<file path="src/rtl/block_draw_arbiter.sv">
// Round-robin arbiter that shares one VGA plot port among three block-drawing requesters.
// Each granted block is streamed pixel by pixel, with off-screen pixels suppressed.
module block_draw_arbiter #(
    parameter int BLK   = 8,
    parameter int SCR_W = 320,
    parameter int SCR_H = 240
) (
    input  logic        clock,
    input  logic        reset,
    input  logic [2:0]  req,
    input  logic [26:0] req_x,
    input  logic [23:0] req_y,
    input  logic [8:0]  req_color,
    output logic [2:0]  grant,
    output logic [2:0]  done,
    output logic        busy,
    output logic [8:0]  vga_x,
    output logic [7:0]  vga_y,
    output logic [2:0]  vga_color,
    output logic        plot
);

    typedef enum logic [1:0] {IDLE, DRAW, DONE} state_t;

    localparam logic [3:0] D_LAST = 4'(BLK - 1);
    localparam logic [9:0] W_LIM  = 10'(SCR_W);
    localparam logic [8:0] H_LIM  = 9'(SCR_H);

    state_t      state, next_state;
    logic [1:0]  last, winner;
    logic [8:0]  bx, pix_x, hold_x, sel_x;
    logic [7:0]  by, pix_y, hold_y, sel_y;
    logic [2:0]  bc, sel_c;
    logic [3:0]  dx, dy;
    logic        row_end;

    // Search starts one past the previous winner and wraps, so last itself has lowest priority.
    always_comb begin
        winner = 2'd0;
        case (last)
            2'd0:    winner = req[1] ? 2'd1 : (req[2] ? 2'd2 : 2'd0);
            2'd1:    winner = req[2] ? 2'd2 : (req[0] ? 2'd0 : 2'd1);
            default: winner = req[0] ? 2'd0 : (req[1] ? 2'd1 : 2'd2);
        endcase
    end

    always_comb begin
        sel_x = req_x[8:0];
        sel_y = req_y[7:0];
        sel_c = req_color[2:0];
        case (winner)
            2'd1: begin
                sel_x = req_x[17:9];
                sel_y = req_y[15:8];
                sel_c = req_color[5:3];
            end
            2'd2: begin
                sel_x = req_x[26:18];
                sel_y = req_y[23:16];
                sel_c = req_color[8:6];
            end
            default: ;
        endcase
    end

    assign row_end = (dx == D_LAST);
    assign pix_x   = bx + {5'b0, dx};
    assign pix_y   = by + {4'b0, dy};

    always_ff @(posedge clock) begin
        if (reset) state <= IDLE;
        else       state <= next_state;
    end

    always_comb begin
        next_state = state;
        busy       = 1'b0;
        done       = 3'b000;
        plot       = 1'b0;
        vga_color  = 3'b000;
        vga_x      = hold_x;
        vga_y      = hold_y;
        case (state)
            IDLE: begin
                if (|req) next_state = DRAW;
            end
            DRAW: begin
                busy      = 1'b1;
                vga_x     = pix_x;
                vga_y     = pix_y;
                vga_color = bc;
                plot      = ({1'b0, pix_x} < W_LIM) && ({1'b0, pix_y} < H_LIM);
                if (row_end && dy == D_LAST) next_state = DONE;
            end
            DONE: begin
                busy       = 1'b1;
                done       = grant;
                next_state = IDLE;
            end
            default: next_state = IDLE;
        endcase
    end

    // hold_x/hold_y keep the last emitted pixel so vga_x/vga_y stay stable between blocks.
    always_ff @(posedge clock) begin
        if (reset) begin
            grant  <= 3'b000;
            last   <= 2'd2;
            bx     <= '0;
            by     <= '0;
            bc     <= '0;
            dx     <= '0;
            dy     <= '0;
            hold_x <= '0;
            hold_y <= '0;
        end else begin
            case (state)
                IDLE: begin
                    if (|req) begin
                        bx    <= sel_x;
                        by    <= sel_y;
                        bc    <= sel_c;
                        grant <= 3'b001 << winner;
                        dx    <= '0;
                        dy    <= '0;
                    end
                end
                DRAW: begin
                    hold_x <= pix_x;
                    hold_y <= pix_y;
                    if (row_end) begin
                        dx <= '0;
                        dy <= (dy == D_LAST) ? 4'd0 : dy + 4'd1;
                    end else begin
                        dx <= dx + 4'd1;
                    end
                end
                DONE: begin
                    grant <= 3'b000;
                    last  <= grant[1] ? 2'd1 : (grant[2] ? 2'd2 : 2'd0);
                end
                default: ;
            endcase
        end
    end

endmodule

</file>
<file path="config.mk">
export PLATFORM = sky130hd
export DESIGN_NAME = block_draw_arbiter
export DESIGN_NICKNAME = d
export VERILOG_FILES = /design/src/rtl/block_draw_arbiter.sv
export SDC_FILE = /design/constraint.sdc
export NUM_CORES = 1
export LEC_CHECK = 0
export BUFFER_PORTS_ARGS = -buffer_cell sky130_fd_sc_hd__buf_2
export CORE_MARGIN = 4
export CORE_UTILIZATION = 45
export DETAILED_ROUTE_END_ITERATION = 8
export PLACE_DENSITY = 0.74
export SLEW_MARGIN = 20
export SYNTH_ARGS = -nofsm -noshare
export SYNTH_HDL_FRONTEND = slang
export SYNTH_SLANG_ARGS = --single-unit
</file>
<file path="constraint.sdc">
create_clock -name clock -period 2.1 [get_ports clock]
set_clock_uncertainty 0.1 [all_clocks]
set_input_delay 0 -clock clock [delete_from_list [all_inputs] [get_ports clock]]
set_output_delay 0 -clock clock [all_outputs]
set_load 0.02 [all_outputs]
</file>
==> implementation parameters <==
Parameter                              Value

Status
  Run status ... finished with violations
  Violated checks ... negative setup slack

Synth
  Cell type contributing the most total cell area after synthesis ... dfxtp_1
  Average footprint of a synthesized cell ... 7.80 µm²
  Syn nets ... 479
  Most frequently used flop master after synthesis ... dfxtp_1
  Post-synth EDFFs ... 0
  Library cells used by synthesis ... 49
  Synthesis-stage register bit count ... 52
  Proportion of netlist area held by the largest area contributor ... 0.338
  Cells taking the most area after synthesis ... dfxtp_1, nand2_1, a21oi_1, ha_1, a22oi_1
  Async set or reset register ratio after synthesis ... 0
  Cell with the most instances after synthesis ... nand2_1
  Area of the mapped netlist ... 3080 µm²
  Count of warnings emitted by yosys ... 0
  Number of instances in the synthesized netlist ... 395
  Proportion of synthesized chip area in sequential cells ... 0.338
  Top cells by instance count after synthesis ... nand2_1, dfxtp_1, a21oi_1

Floorplan
  Ports ... 93
  Area of the die ... 8230 µm²
  Chip height ... 90.7 µm
  Standard-cell row count ... 29
  Initial Util ... 0.474
  Placeable core region ... 6490 µm²
  Floorplan die width ... 90.7 µm

Placed design
  Number of cells after detailed placement ... 558
  Placed wire-length estimate after detailed placement ... 5890 µm
  Worst slack, placed ... -0.0137 ns
  Weighted congestion at the end of routability-driven global placement ... 0.787
  Number of port buffers ... 92

Power and ir drop
  Reg power frac ... 0.313
  P_leak ... 1.88 nW
  Net Sw Power ... 0.00191 W
  Total power divided by cell area ... 1030 nW/µm²
  Worst IR Drop VDD ... 0.410 mV
  Internal Power ... 0.00254 W
  Switching part of the total ... 0.429
  Share of total power in the clock network ... 0.133
  Combinational fraction of design power ... 0.553
  Tot Pwr ... 0.00445 W

STA
  Final worst-path cycle share ... 1.07
  Timing-limited maximum frequency ... 0.445 GHz
  Worst Max-Slew Pin Slew ... 0.678 ns
  Worst slew slack as a fraction of its limit ... 0.548
  Final-report hold violation count ... 0
  Post-route setup slack ... -0.147 ns
  Unrepaired setup endpoints after global routing ... true
  Final number of setup-violating endpoints ... 3
  Total negative slack for setup checks ... -0.388 ns
  Final slew viol count ... 0
  Clock period minus final worst setup slack ... 2.25 ns

Global route
  Pin count of the biggest net entering global routing ... 41
  Initial antenna violation count ... 0
  Global-route usage over all layers ... 0.203
  Remaining global-route overflow ... 0
  Wire length of the first global-routing pass ... 14100 µm
  Vias in the first global route ... 3165

Final layout
  Ratio of cells with drive above 1 in the final layout ... 0.350
  Final instance count without filler cells ... 594
  Filler Cell Count ... 524
  Syn-to-layout area delta ... 40.6%
  Post-layout net count ... 600
  Antenna Cells ... 0
  Utilization after layout ... 0.667

Worst setup path
  Setup Crit Path Kind ... reg -> out
  Cells along the critical path ... ha_4 > inv_2 > fa_2 > nand2b_4 > a21oi_4 > nand3_2 > xor2_2 > a21oi_2 > buf_4
  Cell family with most CP delay ... adder cells
  Worst EP arrival ... 2.15 ns
  Startpoint class of the critical path ... flip-flop
  Worst EP required ... 2.00 ns
  Highest net fanout along the worst path ... 5
  Type of destination of the critical path ... output port
  Buffers & Inverters on Critical Path ... 2
  CP max-delay cell ... dfxtp_2
  Delay of the slowest cell on the worst path ... 0.37 ns

Clocking
  Root Driver ... clkbuf_8
  Worst-case clock buffer depth ... 2
  Clock transition at the register clock pins on the worst setup and hold paths after CTS ... 0.09 ns
  Total CTS buffers ... 5
  CTS H-tree depth ... 2
  Worst-Skew Late Latency ... 0.31 ns
  CTS Sinks ... 52
  CTS tree ... built

Route
  DR iter-0 viols ... 175
  Number of nets with antenna violations after routing ... 0
  Average wire per cell in the routed design ... 14.4 µm
  Via density ... 5.50
  Remaining DRCs ... 0
  Via Count ... 3265
  Sum of routed wire length over all layers ... 8520 µm
  Drt first pass iters ... 4

Worst hold path
  Worst hold path type ... in -> reg

Job
  Max-cap violations ... 0
[power groups by stage]
stage / Combinational (W) / Clock (W) / Sequential [W]
floorplan: 0.00151 / 0 / 0.00135
global placement: 0.00218 / 0 / 0.00137
detailed placement: 0.00221 / 0 / 0.00138
CTS: 0.00235 / 0.000607 / 0.00137
global route: 0.00273 / 0.000642 / 0.00142
finish: 0.00246 / 0.000592 / 0.00139
[metal layers]
layer | share of wire | routed length [µm] | global-route usage
met1 | 0.46 | 3940 | 0.262
met2 | 0.47 | 4020 | 0.340
met3 | 0.051 | 438 | 0.0392
met4 | 0.014 | 123 | 0.0638
met5 | 0 | 0 | 0
[worst register-to-register path, stage by stage (launching register included)]
cell and delay, ns:
dfxtp_2 0.37, ha_4 0.15, inv_2 0.04, fa_2 0.34, nand2b_4 0.16, a21oi_4 0.22
xor2_1 0.09, mux2_4 0.28, nor2b_1 0.14
[cell type report]
type / count / area [µm²] / share of cell area
multi-input combinational: 308 / 2100 / 0.485
sequential: 52 / 1060 / 0.244
timing repair buffer: 138 / 941 / 0.217
clock buffer: 6 / 82.6 / 0.0191
tap: 77 / 96.3 / 0.0222
inverter: 11 / 41.3 / 0.00953
clock inverter: 2 / 10.0 / 0.00231
[timing repair]
action	CTS	global route
setup endpoints to repair	12	33
cloned	0	0
pin swaps	8	15
hold buffers	22	0
gates resized for setup	29	32
setup buffers	2	4
hold endpoints to repair	19	0
[cells in the final DEF (no fill, tap or decap), types with 5 or more instances in the layout]
| cell type | n |
|---|---|
| a21oi_2 | 8 |
| ha_1 | 11 |
| a22oi_1 | 24 |
| nor2b_1 | 11 |
| nand2_1 | 72 |
| dlygate4sd3_1 | 22 |
| ha_4 | 6 |
| dfxtp_1 | 40 |
| buf_4 | 27 |
| clkbuf_8 | 6 |
| xor2_1 | 6 |
| and2_1 | 6 |
| a21o_1 | 5 |
| o21ai_0 | 27 |
| buf_2 | 83 |
| a21oi_1 | 34 |
| inv_1 | 9 |
| a211oi_1 | 6 |
| dfxtp_2 | 11 |
| nor2_1 | 24 |
[sequential cells by signal, indices dropped and copies added (netlist names)]
name    count
bc          3
bx          9
by          8
dx          4
dy          4
grant       3
hold_x      9
hold_y      8
last        2
state       2
[per-stage QoR]
stage / cell area [µm²] / hold WS, ns
floorplan: 3090 / 0.153
global placement: 3740 / 0.273
detailed placement: 3740 / 0.280
CTS: 4200 / 0.0156
global route: 4330 / 0.0393
finish: 4330 / 0.0162
[worst paths after layout]
check	startpoint	endpoint	cells after the start	slack [ns]
worst max-delay path	by[0]	vga_y[6]	9	-0.15
worst min-delay path	req_x[0]	bx[0]	5	0.02
worst max register to register	by[0]	hold_y[4]	8	0.08
worst min register to register	bc[2]	bc[2]	2	0.36
[cells by family after synthesis]
kind of cell	Yosys count	synth area share
AOI/OAI and AO/OA	120	0.243
buffers and inverters	35	0.0459
muxes	9	0.0317
and+or+nand+nor	149	0.228
DFF	52	0.338
adders and majority gates	19	0.0821
xor gates and xnor gates	11	0.0313
Note: power is estimated with default switching activity, not from simulation.
